## src/rtl/matrix_accel_sequencer_if.sv

```systemverilog
// Column, accelerator and result signal bundle for matrix_accel_sequencer.
// master: the sequencer side. slave: the surrounding fetch logic, accelerator and consumer.
interface matrix_accel_sequencer_if #(
    parameter int DATA_WIDTH  = 32,
    parameter int KERNEL_SIZE = 3
);
    logic                              col_valid;
    logic                              col_ready;
    logic [KERNEL_SIZE*DATA_WIDTH-1:0] col_multiplier;
    logic [KERNEL_SIZE*DATA_WIDTH-1:0] col_multiplicand;
    logic [KERNEL_SIZE*DATA_WIDTH-1:0] acc_multiplier;
    logic [KERNEL_SIZE*DATA_WIDTH-1:0] acc_multiplicand;
    logic [KERNEL_SIZE-1:0]            acc_mStart;
    logic [KERNEL_SIZE-1:0]            acc_mReady;
    logic [KERNEL_SIZE-1:0]            acc_Add;
    logic                              acc_finalAdd;
    logic [2*DATA_WIDTH-1:0]           acc_finalAccum;
    logic                              acc_finalReady;
    logic                              acc_Rst;
    logic                              res_valid;
    logic                              res_ready;
    logic [2*DATA_WIDTH-1:0]           res_data;
    logic                              busy;
    logic                              timeout_err;

    modport master (
        input  col_valid, col_multiplier, col_multiplicand,
        input  acc_mReady, acc_finalAccum, acc_finalReady, res_ready,
        output col_ready, acc_multiplier, acc_multiplicand, acc_mStart, acc_Add,
        output acc_finalAdd, acc_Rst, res_valid, res_data, busy, timeout_err
    );

    modport slave (
        output col_valid, col_multiplier, col_multiplicand,
        output acc_mReady, acc_finalAccum, acc_finalReady, res_ready,
        input  col_ready, acc_multiplier, acc_multiplicand, acc_mStart, acc_Add,
        input  acc_finalAdd, acc_Rst, res_valid, res_data, busy, timeout_err
    );
endinterface

```

## src/rtl/matrix_accel_sequencer.sv

```systemverilog
// matrix_accel_sequencer: feeds COLS operand columns into matrixAccelerator, folds the
// per-column products with Add pulses, requests the final lane sum and returns it on a
// valid/ready result port. Optional watchdog on the two wait states is enabled by
// defining SEQ_TIMEOUT_EN.
module matrix_accel_sequencer #(
    parameter int DATA_WIDTH     = 32,
    parameter int KERNEL_SIZE    = 3,
    parameter int COLS           = 3,
    parameter int TIMEOUT_CYCLES = 1024
) (
    input  logic                     Clk,
    input  logic                     Rst,
    matrix_accel_sequencer_if.master bus
);
    localparam int LANE_W = KERNEL_SIZE * DATA_WIDTH;
    localparam int IDX_W  = $clog2(COLS + 1);
    localparam logic [IDX_W-1:0] COLS_IDX = IDX_W'(COLS);

    typedef enum logic [2:0] {
        IDLE, WAIT_MUL, ISSUE, FINAL_ADD, WAIT_FINAL, OUTPUT, CLEAR
    } state_t;

    state_t                   state_reg;
    logic [IDX_W-1:0]         col_idx_reg;
    logic                     col_ready_reg;
    logic [LANE_W-1:0]        mult_reg;
    logic [LANE_W-1:0]        mcand_reg;
    logic [KERNEL_SIZE-1:0]   mstart_reg;
    logic [KERNEL_SIZE-1:0]   add_reg;
    logic                     final_add_reg;
    logic                     acc_rst_reg;
    logic                     res_valid_reg;
    logic [2*DATA_WIDTH-1:0]  res_data_reg;

    logic handshake;
    logic all_ready;
    logic timeout_hit;

    assign handshake = bus.col_valid & col_ready_reg;
    // Every lane must report done; a partial set never releases the wait.
    assign all_ready = &bus.acc_mReady;

`ifdef SEQ_TIMEOUT_EN
    localparam int WD_W = $clog2(TIMEOUT_CYCLES + 1);
    localparam logic [WD_W-1:0] WD_LAST = WD_W'(TIMEOUT_CYCLES - 1);

    logic [WD_W-1:0] wd_cnt_reg;
    logic            timeout_err_reg;
    logic            in_wait;
    logic            wait_exit;

    // A wait state is left normally when its completion condition holds this cycle.
    assign in_wait     = (state_reg == WAIT_MUL) || (state_reg == WAIT_FINAL);
    assign wait_exit   = ((state_reg == WAIT_MUL) && (mstart_reg == '0) && all_ready) ||
                         ((state_reg == WAIT_FINAL) && bus.acc_finalReady);
    assign timeout_hit = in_wait && !wait_exit && (wd_cnt_reg == WD_LAST);
    assign bus.timeout_err = timeout_err_reg;
`else
    assign timeout_hit     = 1'b0;
    assign bus.timeout_err = 1'b0;
`endif

    // Sequencer FSM with all outputs registered; pulse outputs default low every cycle.
    always_ff @(posedge Clk or negedge Rst) begin
        if (!Rst) begin
            state_reg     <= IDLE;
            col_idx_reg   <= '0;
            col_ready_reg <= 1'b1;
            mult_reg      <= '0;
            mcand_reg     <= '0;
            mstart_reg    <= '0;
            add_reg       <= '0;
            final_add_reg <= 1'b0;
            acc_rst_reg   <= 1'b0;
            res_valid_reg <= 1'b0;
            res_data_reg  <= '0;
`ifdef SEQ_TIMEOUT_EN
            wd_cnt_reg      <= '0;
            timeout_err_reg <= 1'b0;
`endif
        end else begin
            mstart_reg  <= '0;
            add_reg     <= '0;
            acc_rst_reg <= 1'b0;
`ifdef SEQ_TIMEOUT_EN
            // Counts cycles spent in the current wait state; any state change restarts it.
            wd_cnt_reg <= (in_wait && !wait_exit && !timeout_hit) ? wd_cnt_reg + 1'b1 : '0;
`endif
            if (timeout_hit) begin
`ifdef SEQ_TIMEOUT_EN
                timeout_err_reg <= 1'b1;
`endif
                final_add_reg <= 1'b0;
                acc_rst_reg   <= 1'b1;
                col_idx_reg   <= '0;
                col_ready_reg <= 1'b1;
                state_reg     <= IDLE;
            end else begin
                case (state_reg)
                    IDLE: begin
                        if (handshake) begin
                            mult_reg      <= bus.col_multiplier;
                            mcand_reg     <= bus.col_multiplicand;
                            mstart_reg    <= '1;
                            col_idx_reg   <= IDX_W'(1);
                            col_ready_reg <= 1'b0;
                            state_reg     <= WAIT_MUL;
                        end
                    end
                    WAIT_MUL: begin
                        // mReady is stale while mStart is still on the wire.
                        if ((mstart_reg == '0) && all_ready) begin
                            if (col_idx_reg < COLS_IDX) begin
                                col_ready_reg <= 1'b1;
                                state_reg     <= ISSUE;
                            end else begin
                                add_reg   <= '1;
                                state_reg <= FINAL_ADD;
                            end
                        end
                    end
                    ISSUE: begin
                        if (handshake) begin
                            mult_reg      <= bus.col_multiplier;
                            mcand_reg     <= bus.col_multiplicand;
                            mstart_reg    <= '1;
                            add_reg       <= '1;
                            col_idx_reg   <= col_idx_reg + 1'b1;
                            col_ready_reg <= 1'b0;
                            state_reg     <= WAIT_MUL;
                        end
                    end
                    FINAL_ADD: begin
                        final_add_reg <= 1'b1;
                        state_reg     <= WAIT_FINAL;
                    end
                    WAIT_FINAL: begin
                        if (bus.acc_finalReady) begin
                            res_data_reg  <= bus.acc_finalAccum;
                            final_add_reg <= 1'b0;
                            res_valid_reg <= 1'b1;
                            state_reg     <= OUTPUT;
                        end
                    end
                    OUTPUT: begin
                        if (bus.res_ready) begin
                            res_valid_reg <= 1'b0;
                            acc_rst_reg   <= 1'b1;
                            state_reg     <= CLEAR;
                        end
                    end
                    CLEAR: begin
                        col_idx_reg   <= '0;
                        col_ready_reg <= 1'b1;
                        state_reg     <= IDLE;
                    end
                    default: begin
                        col_ready_reg <= 1'b1;
                        state_reg     <= IDLE;
                    end
                endcase
            end
        end
    end

    assign bus.col_ready        = col_ready_reg;
    assign bus.acc_multiplier   = mult_reg;
    assign bus.acc_multiplicand = mcand_reg;
    assign bus.acc_mStart       = mstart_reg;
    assign bus.acc_Add          = add_reg;
    assign bus.acc_finalAdd     = final_add_reg;
    assign bus.acc_Rst          = acc_rst_reg;
    assign bus.res_valid        = res_valid_reg;
    assign bus.res_data         = res_data_reg;
    assign bus.busy             = (state_reg != IDLE);
endmodule

```

## src/flat_wrapper.sv

```systemverilog
// flat-port wrapper written by rule: the top's interface ports become plain ports
module matrix_accel_sequencer_flat 
#(
    parameter int DATA_WIDTH     = 32,
    parameter int KERNEL_SIZE    = 3,
    parameter int COLS           = 3,
    parameter int TIMEOUT_CYCLES = 1024
)
  (Clk, Rst, bus_col_valid, bus_col_multiplier, bus_col_multiplicand, bus_acc_mReady, bus_acc_finalAccum, bus_acc_finalReady, bus_res_ready, bus_col_ready, bus_acc_multiplier, bus_acc_multiplicand, bus_acc_mStart, bus_acc_Add, bus_acc_finalAdd, bus_acc_Rst, bus_res_valid, bus_res_data, bus_busy, bus_timeout_err);
  matrix_accel_sequencer_if #(.DATA_WIDTH(DATA_WIDTH), .KERNEL_SIZE(KERNEL_SIZE)) bus_i ();
  input  logic Clk;
  input  logic Rst;
  input wire logic [$bits(bus_i.col_valid)-1:0] bus_col_valid;
  input wire logic [$bits(bus_i.col_multiplier)-1:0] bus_col_multiplier;
  input wire logic [$bits(bus_i.col_multiplicand)-1:0] bus_col_multiplicand;
  input wire logic [$bits(bus_i.acc_mReady)-1:0] bus_acc_mReady;
  input wire logic [$bits(bus_i.acc_finalAccum)-1:0] bus_acc_finalAccum;
  input wire logic [$bits(bus_i.acc_finalReady)-1:0] bus_acc_finalReady;
  input wire logic [$bits(bus_i.res_ready)-1:0] bus_res_ready;
  output wire logic [$bits(bus_i.col_ready)-1:0] bus_col_ready;
  output wire logic [$bits(bus_i.acc_multiplier)-1:0] bus_acc_multiplier;
  output wire logic [$bits(bus_i.acc_multiplicand)-1:0] bus_acc_multiplicand;
  output wire logic [$bits(bus_i.acc_mStart)-1:0] bus_acc_mStart;
  output wire logic [$bits(bus_i.acc_Add)-1:0] bus_acc_Add;
  output wire logic [$bits(bus_i.acc_finalAdd)-1:0] bus_acc_finalAdd;
  output wire logic [$bits(bus_i.acc_Rst)-1:0] bus_acc_Rst;
  output wire logic [$bits(bus_i.res_valid)-1:0] bus_res_valid;
  output wire logic [$bits(bus_i.res_data)-1:0] bus_res_data;
  output wire logic [$bits(bus_i.busy)-1:0] bus_busy;
  output wire logic [$bits(bus_i.timeout_err)-1:0] bus_timeout_err;
  assign bus_i.col_valid = bus_col_valid;
  assign bus_i.col_multiplier = bus_col_multiplier;
  assign bus_i.col_multiplicand = bus_col_multiplicand;
  assign bus_i.acc_mReady = bus_acc_mReady;
  assign bus_i.acc_finalAccum = bus_acc_finalAccum;
  assign bus_i.acc_finalReady = bus_acc_finalReady;
  assign bus_i.res_ready = bus_res_ready;
  assign bus_col_ready = bus_i.col_ready;
  assign bus_acc_multiplier = bus_i.acc_multiplier;
  assign bus_acc_multiplicand = bus_i.acc_multiplicand;
  assign bus_acc_mStart = bus_i.acc_mStart;
  assign bus_acc_Add = bus_i.acc_Add;
  assign bus_acc_finalAdd = bus_i.acc_finalAdd;
  assign bus_acc_Rst = bus_i.acc_Rst;
  assign bus_res_valid = bus_i.res_valid;
  assign bus_res_data = bus_i.res_data;
  assign bus_busy = bus_i.busy;
  assign bus_timeout_err = bus_i.timeout_err;
  matrix_accel_sequencer #(.DATA_WIDTH(DATA_WIDTH), .KERNEL_SIZE(KERNEL_SIZE), .COLS(COLS), .TIMEOUT_CYCLES(TIMEOUT_CYCLES)) u_core (.Clk(Clk), .Rst(Rst), .bus(bus_i));
endmodule
```

## config.mk

```make
export PLATFORM = sky130hd
export DESIGN_NAME = matrix_accel_sequencer_flat
export DESIGN_NICKNAME = d
export VERILOG_FILES = /design/src/rtl/matrix_accel_sequencer_if.sv /design/src/rtl/matrix_accel_sequencer.sv /design/src/flat_wrapper.sv
export SDC_FILE = /design/constraint.sdc
export NUM_CORES = 1
export LEC_CHECK = 0
export CAP_MARGIN = 20
export CORE_AREA = 5 5 203 205
export DETAILED_ROUTE_END_ITERATION = 16
export DIE_AREA = 0 0 208 210
export SLEW_MARGIN = 20
export SYNTH_ARGS = -nofsm -noshare
export SYNTH_HDL_FRONTEND = slang
export SYNTH_SLANG_ARGS = --single-unit
```

## constraint.sdc

```tcl
create_clock -name Clk -period 3.47 [get_ports Clk]
set_input_delay 0.694 -clock Clk [delete_from_list [all_inputs] [get_ports Clk]]
set_output_delay 0.694 -clock Clk [all_outputs]
set_load 0.05 [all_outputs]
```

==> impl_metrics.ini <==
[outcome]
status = completed

[logic_synthesis]
synth_nets = 867
yosysUniqueCellTypes = 30
netlist_instances = 602
ys_seq_elements = 267
synth_top_area_share_pct = 62.58
syn-cell-area_um2 = 10640
avgSynthCellArea_um2 = 17.67
yosysSeqAreaShare_pct = 62.83
yosys_warnings = 0
yosysTopAreaCell = dfrtp_1
synthTopCellsByArea = dfrtp_1, mux2_4, mux2_2, buf_6, buf_4

[setup_path]
max_stage_delay_ps = 820
timing.critical_path.buf_inv = 2
crit_chain = inv_1 > nand2_1 > clkdlybuf4s50_1
path_class = reg2out
worstSetupStartpointType = flip-flop
cp_slowest_cell = clkdlybuf4s50_1
crit_fanout = 11
required_ps = 2780
end_kind = output pin
crit_family = buffers and inverters
crit_arrival_ps = 2150

[clock_network]
clock-sinks = 267
cts_setup_buffers = 0
cts-buffers-inserted = 31
clock_tree.buffer_depth = 3
cts.repair.resized = 0
clkSlewWorstSetupHoldPaths_ps = 60
clock_latency_ps = 540
clockRootBuffer = clkbuf_16
holdBufCountCts = 0
tritoncts = yes
h-tree-depth = 1

[placement]
finalWeightedCongestion = 0.7992
dp_hpwl_mm = 24.88
port_buffers = 530

[pwr]
leakagePower_nw = 7.872
ir_drop_mv = 0.3337
internal_power_mw = 5.284
power.density_nw_per_um2 = 379.4
p_sw_share_pct = 20.38
sequentialPowerShare_pct = 46.9
p_comb_share_pct = 5.8
clkPwrFrac_pct = 47.3
switchingPower_mw = 1.352

[route]
vias_per_cell = 4.211
drtAntennaViolNets = 0
first_iter_violations = 295
drt_first_pass_iters = 4
drc_errors = 0
vias = 7108
wl_per_cell_um = 19.51
wl_mm = 32.94

[grt]
grt_first_pass_wirelength_mm = 49.85
grtUsageTotal_pct = 14.36
grt_max_degree = 92
grt_overflow = 0
antenna_found_initial = 2
grt_pass1_vias = 7883

[timing]
fin_crit_sh_pct = 81.95
min_period_ps = 2844
slew_viol_final = 0
worst_slew_pin_slew_ps = 769.8
max_freq_ghz = 0.3517
rsz0062_at_grt = false
setup_violations = 0
hold_viol = 0
tns_ps = 0
skew_ps = 7.805
hold_ws_ps = 176.3
slew_headroom_pct = 48.68

[cells_and_area]
fillers = 3560
layout-drive-gt1-share_pct = 27.37
nets = 1408
layout_commonest_cell = clkdlybuf4s50_1
final_cell_mix = clkdlybuf4s50_1, dfrtp_1, mux2_4, mux2_2, clkbuf_16
syn2layout_area_growth_pct = 64.44

[floorplanning]
die_width_um = 208
io_pins = 532
fp.coreArea_um2 = 39280
initial_core_util_pct = 27.08
die_h_um = 210
die_area_um2 = 43680
rows = 73

[min_path]
hold_class = in2async

[flow_run]
maxCapViolations = 0
cells in the mapped netlist (all sizes together):
library cell / count
dfstp: 1
inv: 3
nand3b: 2
a2bb2oi: 1
nor2b: 2
nand3: 4
o21bai: 1
clkbuf: 3
o21ai: 5
and3: 1
mux2: 256
a21o: 2
a21oi: 2
ha: 1
nand2b: 2
nor2: 3
dfrtp: 266
conb: 1
a211oi: 1
mux2i: 1
and4bb: 2
o31ai: 1
nand2: 5
buf: 34
o32a: 1
nor4: 1
layer usage:
metal  part of all wire (%)  GRT usage (%)  vias up  routed length [µm]
met5                  0.039              0        -                  13
met4                    3.2          4.711        2                1061
met3                    8.4          4.941       57                2761
met2                     48          24.01      316               15940
met1                     40          17.56     3535               13160
li1                       -              -     3198                   -
final cells by class:
| type | count | area (µm²) | area share (%) |
|---|---|---|---|
| Timing Repair Buffer | 545 | 5523 | 31.58 |
| Tap cell | 525 | 656.9 | 3.756 |
| Multi-Input combinational cell | 295 | 3642 | 20.82 |
| Antenna cell | 1 | 2.502 | 0.01431 |
| Sequential cell | 267 | 6683 | 38.21 |
| Inverter | 3 | 11.26 | 0.06438 |
| Clock buffer | 46 | 892.1 | 5.101 |
| Clock inverter | 6 | 80.08 | 0.4578 |
worst paths after layout:
| check | slack (ps) | startpoint | cells after the start | endpoint |
|---|---|---|---|---|
| max in group asynchronous | 2430 | Rst | 2 | u_core.bus.acc_multiplier[52] |
| min in group Clk | 480 | u_core.bus.res_valid | 1 | u_core.bus.res_valid |
| setup / recovery | 630 | u_core.state_reg[1] | 3 | bus_busy |
| hold reg to reg | 480 | u_core.bus.res_valid | 1 | u_core.bus.res_valid |
| hold / removal | 180 | Rst | 1 | u_core.bus.acc_multiplier[73] |
| setup reg to reg | 1380 | u_core.state_reg[0] | 4 | u_core.bus.acc_multiplicand[20] |
kinds of logic (layout without fill, tap and decap cells):
| logic type | Yosys count | after routing | synth area share, % |
|---|---|---|---|
| buf+inv | 40 | 600 | 2.964 |
| compound gates | 14 | 14 | 0.8587 |
| mux | 257 | 257 | 32.00 |
| fa+ha+maj | 1 | 1 | 0.1176 |
| simple gates | 22 | 22 | 1.200 |
| other cells | 1 | 2 | 0.03526 |
| flops | 267 | 267 | 62.83 |
power by group through the flow:
stage / registers, mW / logic (mW) / clock network [mW]
after floorplan: 3.17 / 0.0101 / 0
after global placement: 3.17 / 0.386 / 0
after detailed placement: 3.17 / 0.388 / 0
after CTS: 3.11 / 0.391 / 3.26
after global routing: 3.11 / 0.415 / 3.39
final: 3.11 / 0.382 / 3.14
per-stage QoR:
stage | util (%) | area (µm²) | total power [mW] | setup WS (ps) | cells
after floorplan | - | 10640 | 3.181 | 1652 | 602
after global placement | 42.05 | 16520 | 3.557 | 854.5 | 1635
after detailed placement | 42.05 | 16520 | 3.558 | 816.0 | 1635
after CTS | 44.53 | 17490 | 6.767 | 564.4 | 1687
after global routing | 44.53 | 17490 | 6.919 | 507.1 | 1687
final | 44.53 | 17490 | 6.636 | 626.3 | 1688
(Power assumes the default switching activity.)
